[config.mk]
export PLATFORM = sky130hd
export DESIGN_NAME = alu_result_fifo_flat
export DESIGN_NICKNAME = d
export VERILOG_FILES = /design/src/rtl/alu_result_fifo_if.sv /design/src/rtl/alu_result_fifo.sv /design/src/flat_wrapper.sv
export SDC_FILE = /design/constraint.sdc
export NUM_CORES = 1
export LEC_CHECK = 0
export CAP_MARGIN = 20
export CORE_ASPECT_RATIO = 2
export CORE_UTILIZATION = 57
export CTS_CLUSTER_DIAMETER = 80
export DETAILED_ROUTE_END_ITERATION = 7
export GPL_ROUTABILITY_DRIVEN = 0
export PLACE_DENSITY = 0.89
export SLEW_MARGIN = 30
export SYNTH_ARGS = -nofsm -noshare
export SYNTH_HDL_FRONTEND = slang
export SYNTH_SLANG_ARGS = --single-unit
[constraint.sdc]
create_clock -name clk -period 4.9 [get_ports clk]
set_input_delay 0.98 -clock clk [delete_from_list [all_inputs] [get_ports clk]]
set_output_delay 0.98 -clock clk [all_outputs]
set_load 0.02 [all_outputs]
[src/rtl/alu_result_fifo_if.sv]
// Handshake bundle between the ALU result producer, alu_result_fifo and writeback.
// Optional parity signals exist only when ALU_RES_PARITY_EN is defined.
interface alu_result_fifo_if #(
  parameter int RES_W = 6,
  parameter int OP_W  = 3,
  parameter int CNT_W = 3
);
  logic             in_valid;
  logic             in_ready;
  logic [RES_W-1:0] in_res;
  logic [OP_W-1:0]  in_op;
  logic             out_valid;
  logic             out_ready;
  logic [RES_W-1:0] out_res;
  logic [OP_W-1:0]  out_op;
  logic             out_zero;
  logic [CNT_W-1:0] count;
  logic [7:0]       drop_cnt;
`ifdef ALU_RES_PARITY_EN
  logic             out_par;
  logic             chk_en;
  logic             par_err;
`endif

  // Producer/consumer environment side.
  modport master (
    output in_valid, in_res, in_op, out_ready,
`ifdef ALU_RES_PARITY_EN
    output chk_en,
    input  out_par, par_err,
`endif
    input  in_ready, out_valid, out_res, out_op, out_zero, count, drop_cnt
  );

  // FIFO side.
  modport slave (
    input  in_valid, in_res, in_op, out_ready,
`ifdef ALU_RES_PARITY_EN
    input  chk_en,
    output out_par, par_err,
`endif
    output in_ready, out_valid, out_res, out_op, out_zero, count, drop_cnt
  );
endinterface

[src/rtl/alu_result_fifo.sv]
// Registered FIFO buffering ALU results, opcode tags and per-entry zero flags for writeback.
// Optional per-entry parity with sticky check: define ALU_RES_PARITY_EN.
module alu_result_fifo #(
  parameter int RES_W = 6,
  parameter int OP_W  = 3,
  parameter int DEPTH = 4,
  parameter int CNT_W = 3
) (
  input logic               clk,
  input logic               rst,
  alu_result_fifo_if.slave  bus
);
  localparam int PTR_W = $clog2(DEPTH);

  typedef struct packed {
    logic [RES_W-1:0] res;
    logic [OP_W-1:0]  op;
    logic             zero;
`ifdef ALU_RES_PARITY_EN
    logic             par;
`endif
  } entry_t;

  entry_t           mem [DEPTH];
  entry_t           wr_entry;
  entry_t           head;
  logic [PTR_W-1:0] wr_ptr;
  logic [PTR_W-1:0] rd_ptr;
  logic [CNT_W-1:0] count;
  logic [7:0]       drop_cnt;
  logic             full;
  logic             empty;
  logic             push;
  logic             pop;

  assign full  = (count == CNT_W'(DEPTH));
  assign empty = (count == '0);
  assign push  = bus.in_valid && !full;
  assign pop   = !empty && bus.out_ready;

  // Zero flag and parity are derived once at write time and travel with the entry.
  always_comb begin
    wr_entry      = '0;
    wr_entry.res  = bus.in_res;
    wr_entry.op   = bus.in_op;
    wr_entry.zero = (bus.in_res == '0);
`ifdef ALU_RES_PARITY_EN
    wr_entry.par  = ^bus.in_res;
`endif
  end

  // NOTE: the storage array has no reset; occupancy tracking alone decides what is valid,
  // which keeps the array a plain RAM instead of DEPTH resettable registers.
  always_ff @(posedge clk) begin
    if (push) mem[wr_ptr] <= wr_entry;
  end

  // NOTE: all state below uses non-blocking assignments so every register samples
  // pre-edge values, independent of statement order.
  always_ff @(posedge clk or posedge rst) begin
    if (rst) begin
      wr_ptr <= '0;
      rd_ptr <= '0;
      count  <= '0;
    end else begin
      if (push) wr_ptr <= wr_ptr + PTR_W'(1);
      if (pop)  rd_ptr <= rd_ptr + PTR_W'(1);
      unique case ({push, pop})
        2'b10:   count <= count + CNT_W'(1);
        2'b01:   count <= count - CNT_W'(1);
        default: count <= count;
      endcase
    end
  end

  always_ff @(posedge clk or posedge rst) begin
    if (rst) begin
      drop_cnt <= '0;
    end else if (bus.in_valid && full && drop_cnt != 8'hFF) begin
      drop_cnt <= drop_cnt + 8'd1;
    end
  end

  // Head fields read as zero while empty so downstream never sees stale contents.
  assign head          = mem[rd_ptr];
  assign bus.in_ready  = !full;
  assign bus.out_valid = !empty;
  assign bus.out_res   = empty ? '0 : head.res;
  assign bus.out_op    = empty ? '0 : head.op;
  assign bus.out_zero  = empty ? 1'b0 : head.zero;
  assign bus.count     = count;
  assign bus.drop_cnt  = drop_cnt;

`ifdef ALU_RES_PARITY_EN
  logic par_err;

  always_ff @(posedge clk or posedge rst) begin
    if (rst) begin
      par_err <= 1'b0;
    end else if (pop && bus.chk_en && (head.par != ^head.res)) begin
      par_err <= 1'b1;
    end
  end

  assign bus.out_par = empty ? 1'b0 : head.par;
  assign bus.par_err = par_err;
`endif
endmodule

[src/flat_wrapper.sv]
// flat-port wrapper written by rule: the top's interface ports become plain ports
module alu_result_fifo_flat 
#(
  parameter int RES_W = 6,
  parameter int OP_W  = 3,
  parameter int DEPTH = 4,
  parameter int CNT_W = 3
)
  (clk, rst, bus_in_valid, bus_in_res, bus_in_op, bus_out_ready, bus_in_ready, bus_out_valid, bus_out_res, bus_out_op, bus_out_zero, bus_count, bus_drop_cnt);
  alu_result_fifo_if #(.RES_W(RES_W), .OP_W(OP_W), .CNT_W(CNT_W)) bus_i ();
  input logic clk;
  input logic rst;
  input wire logic [$bits(bus_i.in_valid)-1:0] bus_in_valid;
  input wire logic [$bits(bus_i.in_res)-1:0] bus_in_res;
  input wire logic [$bits(bus_i.in_op)-1:0] bus_in_op;
  input wire logic [$bits(bus_i.out_ready)-1:0] bus_out_ready;
  output wire logic [$bits(bus_i.in_ready)-1:0] bus_in_ready;
  output wire logic [$bits(bus_i.out_valid)-1:0] bus_out_valid;
  output wire logic [$bits(bus_i.out_res)-1:0] bus_out_res;
  output wire logic [$bits(bus_i.out_op)-1:0] bus_out_op;
  output wire logic [$bits(bus_i.out_zero)-1:0] bus_out_zero;
  output wire logic [$bits(bus_i.count)-1:0] bus_count;
  output wire logic [$bits(bus_i.drop_cnt)-1:0] bus_drop_cnt;
  assign bus_i.in_valid = bus_in_valid;
  assign bus_i.in_res = bus_in_res;
  assign bus_i.in_op = bus_in_op;
  assign bus_i.out_ready = bus_out_ready;
  assign bus_in_ready = bus_i.in_ready;
  assign bus_out_valid = bus_i.out_valid;
  assign bus_out_res = bus_i.out_res;
  assign bus_out_op = bus_i.out_op;
  assign bus_out_zero = bus_i.out_zero;
  assign bus_count = bus_i.count;
  assign bus_drop_cnt = bus_i.drop_cnt;
  alu_result_fifo #(.RES_W(RES_W), .OP_W(OP_W), .DEPTH(DEPTH), .CNT_W(CNT_W)) u_core (.clk(clk), .rst(rst), .bus(bus_i));
endmodule
# == After elaboration in Yosys (flattened, before gate mapping) ==
# Memories as Yosys holds them, arrays and structs flattened.
# Index checks and enable logic that the tools add are counted.
# Widths: inputs -> output; s select.
# word_totals
mem_bits_rw,40
regBits,15
in_bits,13
latch_bits,0
elab_cells,29
output_inout_bits,23
memories,1
mem_bits_ro,0
# classes
n_mux,6
shifts,0
addsub,5
div,0
order_cmp,0
n_bitwise,0
multipliers,0
n_eq_ne,4
reduce_logical,9
# mem_list
memory,depth,width,rd,rd_ports_with_merged_regs,wr,line,source
u_core.mem,4,10,1,0,1,alu_result_fifo.sv:24,entry_t mem [DEPTH];
# ops
operator,n
$add 8x1->8 const B,1
$ne 8x8->1 const B,1
$logic_not 6->1,1
$mux 6,1
$pmux 3 s2,1
$add 2x1->2 const B,2
$logic_and 1x1->1,4
$add 3x1->3 const B,1
$eq 3x3->1 const B,1
$logic_not 3->1,1
$mux 1,3
$mux 3,1
$sub 3x1->3 const B,1
$eq 2x1->1 const B,1
$eq 2x2->1 const B,1
$logic_not 1->1,2
$reduce_bool 2->1,1

# == Depth between registers and ports, before layout ==
# depth
word_depth,5
depth_mapped,10
ltp_nobuf,10

# == Worst setup path before layout ==
# OpenSTA, ideal clock, no wires.
# synth_path
kind,reg2out
start,register u_core.count[0] (netlist: u_core.bus.count[0])
end,output bus_out_op[0]
setup_slack_ns,2.551
path_buffers,1
stages_incl_launch_ff,4
t_required_ns,3.920
arrival_time_ns,1.369
cell_sequence,dfrtp_1 -> or3_1 -> clkbuf_1 -> and2_1
# synth_via
elab_chain_cells,2
# synth_rtl
element,line,source
start: declaration,alu_result_fifo.sv:29,logic [CNT_W-1:0] count;
start signal: assignment,alu_result_fifo.sv:69,2'b10: count <= count + CNT_W'(1);
start signal: assignment,alu_result_fifo.sv:70,2'b01: count <= count - CNT_W'(1);
start signal: assignment,alu_result_fifo.sv:71,default: count <= count;
$logic_not 3->1,alu_result_fifo.sv:37,assign empty = (count == '0);
$mux 3,alu_result_fifo.sv:89,assign bus.out_op = empty ? '0 : head.op;
end: declaration,flat_wrapper.sv:20,output wire logic [$bits(bus_i.out_op)-1:0] bus_out_op;
# Every way passes these cells.

# == Worst setup path after layout ==
# layout_path
start,register u_core.rd_ptr[0]
end,output bus_out_res[2]
# layout_via
elab_chain_cells,2
# layout_rtl
element,line,source
start: declaration,alu_result_fifo.sv:28,logic [PTR_W-1:0] rd_ptr;
start signal: assignment,alu_result_fifo.sv:67,if (pop) rd_ptr <= rd_ptr + PTR_W'(1);
$mem_v2 4x10,n/a,
$mux 6,alu_result_fifo.sv:88,assign bus.out_res = empty ? '0 : head.res;
end: declaration,flat_wrapper.sv:19,output wire logic [$bits(bus_i.out_res)-1:0] bus_out_res;
# Every way passes these cells.

==> flow_metrics.py <==
metrics = {
    "status": {
        "status": "completed",
    },
    "synthesis": {
        "synth_top_area_cell": "edfxtp_1",
        "synthArstFlopShare_pct": 27.3,
        "synth_top_family_by_area": "multiplexers",
        "synth_fp_nets": 155,
        "synth_compound_area_share_pct": 1.17,
        "synth_cell_types": 28,
        "synth.area.top_cells": "edfxtp_1 (51%), dfrtp_1 (16%), mux4_2 (9.6%)",
        "ys_ff_latch": 55,
        "postSynthCellCount": 135,
        "yosysWarnings": 0,
        "avgSynthCellArea_um2": 17.4,
        "synth_xor_xnor_area_share_pct": 4.09,
        "seq_area_frac_synth_pct": 67.0,
        "yosys.area_share.adder_pct": 4.04,
        "synth_ff_type": "edfxtp_1",
        "synth_top_area_share_pct": 51.0,
        "synth_edf_count": 40,
        "synthSimpleGateAreaFrac_pct": 9.84,
        "muxShareOfSynthArea_pct": 11.9,
        "synth_area_mm2": 0.00235,
    },
    "die": {
        "start_util_pct": 60.6,
        "rows": 32,
        "dieArea_mm2": 0.00441,
        "pin_count": 36,
        "core_mm2": 0.00388,
        "die_h_um": 92.9,
        "die_x_um": 47.4,
    },
    "final_layout": {
        "fin_nets": 194,
        "drive_above_1_share_pct": 12.0,
        "multi_input_area_um2": 731,
        "final_util_pct": 73.6,
        "diodes": 0,
        "final_common_cell": "edfxtp_1",
        "nFillCells": 251,
        "fin_area_mm2": 0.00286,
        "final_cell_mix": "edfxtp_1 (40), clkdlybuf4s50_1 (35), dfrtp_1 (15), and2_1 (13), mux4_2 (10)",
        "syn_to_final_growth_pct": 21.4,
        "seq_area_mm2": 0.00158,
    },
    "setup_path": {
        "crit_path_end_kind": "output port",
        "crit_type": "reg -> out",
        "cp.arrival_ps": 2400,
        "worst_setup_path_start_kind": "flop",
        "required_ps": 3920,
        "critPathMaxFanout": 12,
    },
    "timing": {
        "whs_ps": 534,
        "layout_setup_ws_ps": 1520,
        "fin_skew_ps": 8.14,
        "slew_viol_final": 0,
        "finalSetupViolCount": 0,
        "final_hold_viol_count": 0,
        "worst_slew_pin_slew_ps": 713,
        "fin_crit_ps": 3380,
        "fmax_mhz": 296,
        "rsz0062_at_grt": "false",
        "tns_ps": 0,
        "max-slew-margin-rel_pct": 52.5,
        "post-route-period-util_pct": 69.1,
    },
    "detailed_routing": {
        "drtIter0Drc": 34,
        "highest_layer": "met4",
        "drc": 0,
        "first_pass_iters": 4,
        "vias_per_cell": 5.58,
        "wl_um": 4080,
        "ant_nets": 0,
        "vias": 1261,
        "wl_met3_um": 125,
        "drt-met1-wl_um": 1420,
        "avgRoutedWirePerCell_um": 18.1,
        "wl_met2_um": 2430,
    },
    "clocking": {
        "cts_buffers": 5,
        "cts-root-buf": "clkbuf_8",
        "post_cts_buffers": 0,
        "cts-resized-gates": 0,
        "clk-insertion-delay-late_ps": 310,
        "cts_num_sinks": 55,
        "cts_tree": "yes",
        "cts_max_level": 2,
        "clockBufferDepth": 2,
        "cts_hold_buf": 0,
        "clk_pin_slew_ps": 90,
    },
    "placement": {
        "dp_slack_ps": 1820,
        "dp_hpwl_um": 2990,
        "dpl_cell_area_mm2": 0.00275,
        "port_buffers": 35,
    },
    "power": {
        "p_leak_nw": 1.04,
        "p_per_area_mw_per_mm2": 600,
        "ir_drop_mv": 0.423,
    },
    "global_routing": {
        "gr-total-overflow": 0,
        "antenna_found_initial": 0,
        "grt_pass1_vias": 1417,
        "grt_max_degree": 18,
        "grt_pass1_wl_um": 6620,
        "track_usage_pct": 22.7,
    },
    "run": {
        "maxCapViolations": 0,
    },
    "hold_path": {
        "hold_class": "reg -> reg",
    },
}
-- synth_stat cells (all sizes together), types with 2 or more instances --
| library cell | n |
|---|---|
| and2 | 13 |
| and3 | 5 |
| buf | 2 |
| dfrtp | 15 |
| edfxtp | 40 |
| ha | 6 |
| inv | 7 |
| mux2 | 4 |
| mux4 | 10 |
| nand2 | 5 |
| nand3 | 2 |
| nand4 | 2 |
| nor2 | 3 |
| xnor2 | 7 |
| xor2 | 4 |
-- power by group --
| group | total, W | switching [W] | internal, W |
|---|---|---|---|
| Combinational | 0.000695 | 0.000326 | 0.000369 |
| Sequential | 0.000727 | 0.000109 | 0.000618 |
| Clock | 0.000293 | 0.000141 | 0.000152 |
-- kinds of logic (layout without fill, tap and decap cells) --
kind of cell	count (synthesis)	after routing
AOI/OAI and AO/OA	1	1
xor gates and xnor gates	11	11
adders and majority gates	7	7
buffers and inverters	10	50
DFF	55	55
muxes	15	15
and+or+nand+nor	36	36
-- area by class of cell --
cell class,count,share of cell area [%]
tap,51,2.23
timing repair buffer,35,12.3
sequential,55,55.2
clock inverter,2,1.31
inverter,7,0.919
multi-input combinational,70,25.6
clock buffer,6,2.54
-- critical path, stage by stage (launching register included) --
cell,delay (ps)
dfrtp_1,810
mux4_2,580
and2_1,170
clkdlybuf4s50_1,530
-- per-layer routing --
layer,vias to the layer above,global-route usage (%)
met5,-,0
met1,646,23.3
met3,9,3.70
met4,0,12.6
li1,575,-
met2,31,39.8
-- stage by stage --
stage          total power (W)  instances
2_1_floorplan          0.00115        135
3_3_place_gp           0.00139        218
3_5_place_dp           0.00144        218
4_1_cts                0.00173        226
5_1_grt                0.00181        226
6_report               0.00172        226
-- final timing paths --
kind / from / endpoint / slack [ps] / cells after the start
setup / recovery: u_core.rd_ptr[0] / bus_out_res[2] / 1520 / 3
hold / removal: u_core.bus.drop_cnt[4] / u_core.bus.drop_cnt[4] / 530 / 1
setup reg to reg: u_core.bus.count[2] / u_core.bus.count[2] / 2520 / 8
hold reg to reg: u_core.bus.drop_cnt[4] / u_core.bus.drop_cnt[4] / 530 / 1
max in group asynchronous: rst / u_core.bus.drop_cnt[7] / 3490 / 2
min in group asynchronous: rst / u_core.rd_ptr[1] / 1020 / 2
-- state kept, by name (all words and copies together), names as in the netlist --
register             cells
u_core.mem              40
u_core.bus.drop_cnt      8
u_core.bus.count         3
u_core.rd_ptr            2
u_core.wr_ptr            2
Note: power is estimated with default switching activity, not from simulation.
==> variant, RTL diff (config.mk and constraints unchanged) <==
`CNT_W` is set to 3 in 3 places; all go to 5.
--- a/src/rtl/alu_result_fifo_if.sv
+++ b/src/rtl/alu_result_fifo_if.sv
@@ -3,7 +3,7 @@
 interface alu_result_fifo_if #(
   parameter int RES_W = 6,
   parameter int OP_W  = 3,
-  parameter int CNT_W = 3
+  parameter int CNT_W = 5
 );
   logic             in_valid;
   logic             in_ready;
--- a/src/rtl/alu_result_fifo.sv
+++ b/src/rtl/alu_result_fifo.sv
@@ -4,7 +4,7 @@
   parameter int RES_W = 6,
   parameter int OP_W  = 3,
   parameter int DEPTH = 4,
-  parameter int CNT_W = 3
+  parameter int CNT_W = 5
 ) (
   input logic               clk,
   input logic               rst,
--- a/src/flat_wrapper.sv
+++ b/src/flat_wrapper.sv
@@ -4,7 +4,7 @@
   parameter int RES_W = 6,
   parameter int OP_W  = 3,
   parameter int DEPTH = 4,
-  parameter int CNT_W = 3
+  parameter int CNT_W = 5
 )
   (clk, rst, bus_in_valid, bus_in_res, bus_in_op, bus_out_ready, bus_in_ready, bus_out_valid, bus_out_res, bus_out_op, bus_out_zero, bus_count, bus_drop_cnt);
   alu_result_fifo_if #(.RES_W(RES_W), .OP_W(OP_W), .CNT_W(CNT_W)) bus_i ();
Ports: changed (resized bus_count); port bits go from 36 to 38. The function was not compared with the original's and may differ.
==> variant against the original RTL <==
  * Non-clock buffer count increased by 2
  * Sequential share of layout area down 4.1 points
  * Critical path type unchanged
  * Register-to-register slack got worse by 0.59 ns
  * Critical path depth did not move
  * Final area rose by 11%
  * Worst hold slack got worse by 0.0025 ns
  * Die area grew 8.4%
  * Routed wire length rose by 20%
  * Area after synthesis is 8.7% higher
  * Power grew 14%
  * Largest cell class unchanged
  * Sequential cell count up 2
  * Highest routed layer unchanged
  * Setup slack lost 0.021 ns
==> variant: results (changes against the original RTL) <==
| Metric | Value |
|---|---|
| Status | completed |
| Starting DRT DRC Count | 82 (+140%) |
| First-pass GRT wire length | 7.824 mm (+18%) |
| Leakage Power | 0.001167 uW (+12%) |
| WP data arrival | 2.42 ns (+0.02 ns) |
| CTS Buf Count | 9 (+4) |
| Met1 usage | 22.45% (-0.85 points) |
| YS warnings | 0 (unchanged) |
| Share of layout cells above drive strength 1 | 13.88% (+1.9 points) |
| Top cells by area, synth | edfxtp_1 (47%), dfrtp_1 (17%), mux4_2 (8.8%), ha_1 (3.9%), and2_1 (2.7%) |
| Syn_nets | 183 (+18%) |
| Rel. slew slack | 53.09% (+0.61 points) |
| Post-synthesis sequential area ratio | 63.57% (-3.4 points) |
| Syn avg cell area | 15.79 um2 (-9.4%) |
| Post-synth EDFFs | 40 (unchanged) |
| Met2 usage | 40.89% (+1.0 points) |
| Max H-tree Level | 3 (+1) |
| CTS max path bufs | 2 (unchanged) |
| Vias in the first global route | 1676 (+18%) |
| Placed Cells | 247 (+13%) |
| Port Buffer Count | 37 (+5.7%) |
| Largest regs | u_core.mem: 40 flops, u_core.bus.drop_cnt: 8 flops, u_core.bus.count: 5 flops |
| Ys async rst share | 29.82% (+2.6 points) |
| Net Sw Power | 663.3 uW (+15%) |
| Fin nets | 225 (+16%) |
| Detailed placement HPWL | 3.441 mm (+15%) |
| DR vias/cell | 5.947 (+6.6%) |
| CTS Root Cell | clkbuf_8 |
| Post-Route WL | 4.894 mm (+20%) |
| Clock Pin Slew Worst Setup and Hold Paths | 0.07 ns (-0.02 ns) |
| Setup Skew | 0.009052 ns (+0.0009075 ns) |
| Yosys cell types | 32 (+14%) |
| Peak VDD IR | 0.4023 mV (-4.9%) |
| Diode count | 0 (unchanged) |
| Post-synth top cells | edfxtp_1 (40), dfrtp_1 (17), and2_1 (11) |
| Clk_lat worst skew | 0.34 ns (+0.03 ns) |
| GR Util met3 | 5.818% (+2.1 points) |
| GRT Util Overall | 22.95% (+0.26 points) |
| Cell Count, Final, Fillers Out | 263 (+16%) |
==> variant: worst max-delay path, stage by stage (launching register included) <==
cell,delay (ns)
dfrtp_1,0.80
mux4_2,0.60
and2_1,0.17
clkdlybuf4s50_1,0.53
==> variant: path summary, 6_finish.rpt <==
kind | startpoint | endpoint | slack [ns] | depth (start not counted)
worst max register to register | u_core.bus.count[1]$_DFFE_PP0P_ | u_core.bus.count[2]$_DFFE_PP0P_ | 1.93 | 10
worst min-delay path | u_core.bus.drop_cnt[6]$_DFFE_PP0P_ | u_core.bus.drop_cnt[6]$_DFFE_PP0P_ | 0.53 | 1
worst max-delay path | u_core.rd_ptr[0]$_DFFE_PP0P_ | bus_out_op[2] | 1.50 | 3
max in group asynchronous | rst | u_core.bus.drop_cnt[7]$_DFFE_PP0P_ | 3.41 | 2
worst min register to register | u_core.bus.drop_cnt[6]$_DFFE_PP0P_ | u_core.bus.drop_cnt[6]$_DFFE_PP0P_ | 0.53 | 1
min in group asynchronous | rst | u_core.bus.drop_cnt[2]$_DFFE_PP0P_ | 1.04 | 2
==> variant: cells by family (layout without fill, tap and decap cells) <==
kind of cell / Yosys count / in the layout / share of synthesized area [%]
compound gates: 12 / 12 / 2.690
simple gates: 46 / 46 / 12.13
flops: 57 / 57 / 63.57
mux: 16 / 16 / 11.44
buf+inv: 10 / 57 / 1.809
fa+ha+maj: 8 / 8 / 3.912
xor+xnor: 13 / 13 / 4.450
==> variant: stage by stage <==
step                      hold slack, ns  setup slack [ns]  cell area, um2  util, %
final                             0.5311             1.495            3184    73.39
after global routing              0.5746             1.391            3184    73.39
after CTS                         0.5366             1.444            3184    73.39
after detailed placement          0.5232             1.713            2965    68.34
after global placement            0.5109             1.822            2965    68.34
after floorplan                   0.4980             2.243            2559        -
==> variant: cell type report <==
type,instances,area (um2)
Clock inverter,7,95.09
Clock buffer,9,123.9
Sequential cell,57,1627
Multi-Input combinational cell,95,885.9
Tap cell,54,67.56
Inverter,4,15.01
Timing Repair Buffer,37,370.4
Fill cell,280,1155
==> variant: power by group through the flow <==
| stage | registers, uW | logic, uW | clock network, uW |
|---|---|---|---|
| after floorplan | 756 | 445 | 0 |
| after global placement | 776 | 678 | 0 |
| after detailed placement | 790 | 702 | 0 |
| after CTS | 782 | 707 | 484 |
| after global routing | 795 | 744 | 500 |
| final | 781 | 702 | 479 |
==> variant: per-layer routing <==
metal | wire length (um) | vias to the layer above | part of all wire [%]
met1 | 1758 | 794 | 36
met5 | 0 | - | 0
met2 | 2775 | 61 | 57
li1 | - | 698 | -
met3 | 240 | 11 | 4.9
met4 | 120 | 0 | 2.5
